### config.mk
export PLATFORM = sky130hd
export DESIGN_NAME = reg_scan_reader
export DESIGN_NICKNAME = d
export VERILOG_FILES = /design/src/rtl/reg_scan_reader.sv
export SDC_FILE = /design/constraint.sdc
export NUM_CORES = 1
export LEC_CHECK = 0
export BUFFER_PORTS_ARGS = -buffer_cell sky130_fd_sc_hd__buf_2
export CAP_MARGIN = 0
export CORE_ASPECT_RATIO = 2
export CORE_MARGIN = 5
export CORE_UTILIZATION = 30
export DETAILED_ROUTE_END_ITERATION = 16
export SYNTH_ARGS = -nofsm -noshare
export SYNTH_HDL_FRONTEND = slang
export SYNTH_SLANG_ARGS = --single-unit
### constraint.sdc
create_clock -name clk -period 1.31 [get_ports clk]
set_input_delay 0.0655 -clock clk [delete_from_list [all_inputs] [get_ports clk]]
set_output_delay 0.0655 -clock clk [all_outputs]
set_load 0.05 [all_outputs]
### src/rtl/reg_scan_reader.sv
// -----------------------------------------------------------------------------
// reg_scan_reader
//
// A bank of 2**ADDR_WIDTH general-purpose registers. It has one write port and
// one registered random-read port. A scan engine can take a snapshot of the
// whole bank and stream it out in index order over a valid/ready handshake.
// Writes to the live bank during a scan never disturb the words being streamed.
//
// Ports
//   clk        system clock; all state updates on the rising edge
//   reset      synchronous, active-high reset (wins over every other input)
//   wr_en      write strobe; bank[wr_addr] <= wr_data
//   wr_addr    write index
//   wr_data    write data
//   rd_addr    random-read index
//   rd_data    bank[rd_addr], registered (1-cycle latency, old value on collision)
//   start      scan request, honoured only while idle
//   busy       scan in progress (SEND or DONE)
//   out_valid  stream word valid
//   out_ready  consumer accepts the word
//   out_data   snapshot word at out_idx
//   out_idx    index of out_data
//   done       one-cycle pulse after the last word is accepted
// -----------------------------------------------------------------------------
module reg_scan_reader #(
  parameter int DATA_WIDTH = 8,
  parameter int ADDR_WIDTH = 2
) (
  input  logic                  clk,
  input  logic                  reset,
  input  logic                  wr_en,
  input  logic [ADDR_WIDTH-1:0] wr_addr,
  input  logic [DATA_WIDTH-1:0] wr_data,
  input  logic [ADDR_WIDTH-1:0] rd_addr,
  output logic [DATA_WIDTH-1:0] rd_data,
  input  logic                  start,
  output logic                  busy,
  output logic                  out_valid,
  input  logic                  out_ready,
  output logic [DATA_WIDTH-1:0] out_data,
  output logic [ADDR_WIDTH-1:0] out_idx,
  output logic                  done
);

  localparam int N = 2 ** ADDR_WIDTH;
  localparam logic [ADDR_WIDTH-1:0] LAST_IDX = ADDR_WIDTH'(N - 1);

  typedef enum logic [1:0] {
    IDLE = 2'd0,
    SEND = 2'd1,
    DONE = 2'd2
  } state_e;

  logic [DATA_WIDTH-1:0] bank_q [N];
  logic [DATA_WIDTH-1:0] snap_q [N];
  logic [DATA_WIDTH-1:0] rd_data_q;
  state_e                state_q, state_d;
  logic [ADDR_WIDTH-1:0] idx_q, idx_d;
  logic                  snap_load;

  // ---------------------------------------------------------------------------
  // Register bank and read port
  // ---------------------------------------------------------------------------
  // NOTE: The bank is reset explicitly because the register contents must read
  // as zero after reset. This is a register file, not a RAM macro, so the reset
  // costs nothing special.
  always_ff @(posedge clk) begin
    if (reset) begin
      for (int i = 0; i < N; i++) bank_q[i] <= '0;
      rd_data_q <= '0;
    end else begin
      // NOTE: Non-blocking assignments make rd_data sample the pre-write
      // contents when wr_addr == rd_addr in the same cycle.
      if (wr_en) bank_q[wr_addr] <= wr_data;
      rd_data_q <= bank_q[rd_addr];
    end
  end

  // The snapshot copies the bank as it stood before any same-cycle write.
  always_ff @(posedge clk) begin
    if (reset) begin
      for (int i = 0; i < N; i++) snap_q[i] <= '0;
    end else if (snap_load) begin
      snap_q <= bank_q;
    end
  end

  // ---------------------------------------------------------------------------
  // Scan FSM
  // ---------------------------------------------------------------------------
  always_ff @(posedge clk) begin
    if (reset) begin
      state_q <= IDLE;
      idx_q   <= '0;
    end else begin
      state_q <= state_d;
      idx_q   <= idx_d;
    end
  end

  // NOTE: Every signal driven here gets a default first. Without that, a
  // missing branch would infer a latch.
  always_comb begin
    state_d   = state_q;
    idx_d     = idx_q;
    snap_load = 1'b0;
    busy      = 1'b0;
    out_valid = 1'b0;
    done      = 1'b0;

    unique case (state_q)
      IDLE: begin
        if (start) begin
          snap_load = 1'b1;
          idx_d     = '0;
          state_d   = SEND;
        end
      end
      SEND: begin
        busy      = 1'b1;
        out_valid = 1'b1;
        if (out_ready) begin
          // Terminal compare stops the counter at N-1, so it never wraps.
          if (idx_q == LAST_IDX) state_d = DONE;
          else                   idx_d   = idx_q + ADDR_WIDTH'(1);
        end
      end
      DONE: begin
        busy    = 1'b1;
        done    = 1'b1;
        idx_d   = '0;
        state_d = IDLE;
      end
      default: begin
        idx_d   = '0;
        state_d = IDLE;
      end
    endcase
  end

  assign rd_data  = rd_data_q;
  // The snapshot and index are both zero after reset, so these outputs are
  // zero then too. They hold steady while out_ready is low.
  assign out_data = snap_q[idx_q];
  assign out_idx  = idx_q;

endmodule

==> impl_metrics.toml <==
[detailed_routing]
drc_errors = 0
firstDrtPassIters = 4
drt_iter0_markers = 141
ant_nets = 0
wl_um = 8430
routedWlPerCell_um = 16.5
via_per_inst = 4.88
num_vias = 2490

[setup_path]
path_class = "reg2out"
max_stage_delay_ns = 0.51
crit_required_ns = 1.24
path_cells = "buf_12, mux4_2, buf_6"
worstSetupEndpointType = "output pin"
slowest_stage = "mux4_2"
regToRegSetupSlack_ns = -0.11
cp.arrival_ns = 1.53
critPathMaxFanout = 5
reg2regPathDepth = 5
critPathLaunchType = "register"

[clocking]
clkSlewWorstSetupHoldPaths_ns = 0.06
cts.sinks = 76
cts_tree = "yes"
clockBufferDepth = 2
cts_buffers = 9
cts_hold_buf = 0
insertion_delay_ns = 0.33
htreeDepth = 3
cts-root-buf = "clkbuf_16"

[yosys]
ys_warn_count = 0
synth.cell_area_um2 = 3110
ys_ff_latch = 76
yosysSeqAreaShare_pct = 48.9
synth_nets = 336
avgSynthCellArea_um2 = 9.91
yosysUniqueCellTypes = 28
synth_cells = 314

[layout]
nFillCells = 959
syn_to_final_growth_pct = 46.6
final_core_util_pct = 44.9
drive_above_1_share_pct = 48.3
final_common_cell = "dfxtp_1"
multi_input_area_um2 = 1900
seq_area_um2 = 1530
final_cell_mix = "72 x dfxtp_1, 33 x nand2_1, 33 x nor2_1, 32 x a21oi_2, 32 x mux2i_1"
fin_nets = 392
num_antenna_cells = 0

[timing]
grt_setup_unrepaired = "true"
slew_viol_final = 0
slew_headroom_pct = 75.8
skew_ns = 0.00409
hold_viol = 0
hold_slack_ns = 0.0121
fmax_mhz = 625
setup_violations = 27
tightest_slew_ns = 0.363
finalCriticalPeriod_ns = 1.60
period_share_pct = 122
timing.final.ws_setup_ns = -0.289

[hold_path]
hold_class = "in2reg"
whs_path_depth = 3

[floorplan]
ios = 38
dieArea_um2 = 12600
die_w_um = 82
start_util_pct = 30.6
rows = 52
core_um2 = 10100
die_h_um = 154

[place]
dp_worst_setup_slack_ns = -0.108
place_congestion = 0.744
dp.final_hpwl_um = 5220
io_buffers = 37

[run_status]
status = "finished with violations"
violations = "setup timing"

[run]
drv_cap = 0

[grt]
first_global_vias = 2541
grt_max_degree = 50
antenna_found_initial = 0
grt_pass1_wl_um = 12700
grt_use_total_pct = 13.2
overflow = 0

[power]
ir_worst_vdd_mv = 0.723
leakage_nw = 2.00
pwr_density_cell_nw_per_um2 = 1370
synthesized netlist by cell type, drive strengths merged:
cell type,instances,area (um2)
a31oi,2,12.5
nor2b,11,76.3
o21ai,1,5.00
nand2b,1,6.26
or4b,1,10.0
o31ai,2,15.0
inv,2,7.51
nand4b,1,8.76
nor3b,1,7.51
clkbuf,8,30.0
nand3,1,10.0
ha,5,62.6
mux4,16,360
nor3,1,5.00
buf,14,68.8
dfxtp,76,1520
nand3b,2,15.0
a21oi,34,170
or2b,1,7.51
mux2i,32,320
nor2,33,124
nand4,1,6.26
nand2,66,248
and2,2,12.5
worst paths after layout:
kind,from,to
min,wr_data[5],bank_q[21]
max reg2reg,state_q[0],state_q[0]
min reg2reg,snap_q[27],snap_q[27]
max,out_idx[1],out_data[5]
sequential cells by signal, indices dropped and copies added, names as in the netlist:
signal   flops
rd_data      8
bank_q      32
out_idx      2
snap_q      32
state_q      2
through the flow:
step	instance area, um2	power [mW]	TNS (ns)	std cells
after global placement	3620	3.25	-0.332	485
final	4560	6.24	-2.46	510
after global routing	4560	6.45	-3.88	510
after detailed placement	3620	3.26	-0.926	485
after floorplan	3160	2.99	-0.167	314
after CTS	4120	6.01	-2.23	507
where the power goes:
part | switching (mW) | leakage, nW | internal (mW) | total [mW]
registers | 0.0749 | 0.618 | 2.39 | 2.46
clock network | 0.966 | 0.157 | 1.67 | 2.64
logic | 0.628 | 1.22 | 0.518 | 1.15
layout make-up:
| class | instances | area share [%] |
|---|---|---|
| clock buffer | 10 | 5.02 |
| tap | 135 | 3.70 |
| multi-input combinational | 214 | 41.6 |
| inverter | 2 | 0.274 |
| sequential | 76 | 33.6 |
| timing repair buffer | 67 | 13.9 |
| clock inverter | 6 | 1.89 |
kinds of logic (layout without fill, tap and decap cells):
| family | count (synthesis) | in the layout | share of synthesized area, % |
|---|---|---|---|
| AND/OR/NAND/NOR | 122 | 122 | 17.3 |
| flip-flops | 76 | 76 | 48.9 |
| multiplexers | 48 | 48 | 21.9 |
| AO/OA/AOI/OAI | 39 | 39 | 6.52 |
| buffers and inverters | 24 | 85 | 3.42 |
| adder cells (fa/ha/maj) | 5 | 5 | 2.01 |
timing repair:
item | CTS | global route
endpoints found under the setup margin | 46 | 47
resized for setup | 34 | 103
cloned | 2 | 2
pin swaps | 5 | 63
endpoints found under the hold margin | 0 | 0
buffers inserted | 4 | 1
worst max-delay path: cells and delay by family, from the launching register on:
kind	cells	cell delay (ns)
muxes	1	0.51
DFF	1	0.38
buffers and inverters	2	0.30
layer usage:
metal  global-route usage, %  up-vias  part of all wire, %
met1                    14.6     1229                   37
met4                    6.89        0                  3.7
met5                       0        -                    0
met2                    22.7       55                   56
li1                        -     1183                    -
met3                    3.04       23                  3.7
No activity file was read; power rests on OpenSTA's default activity.
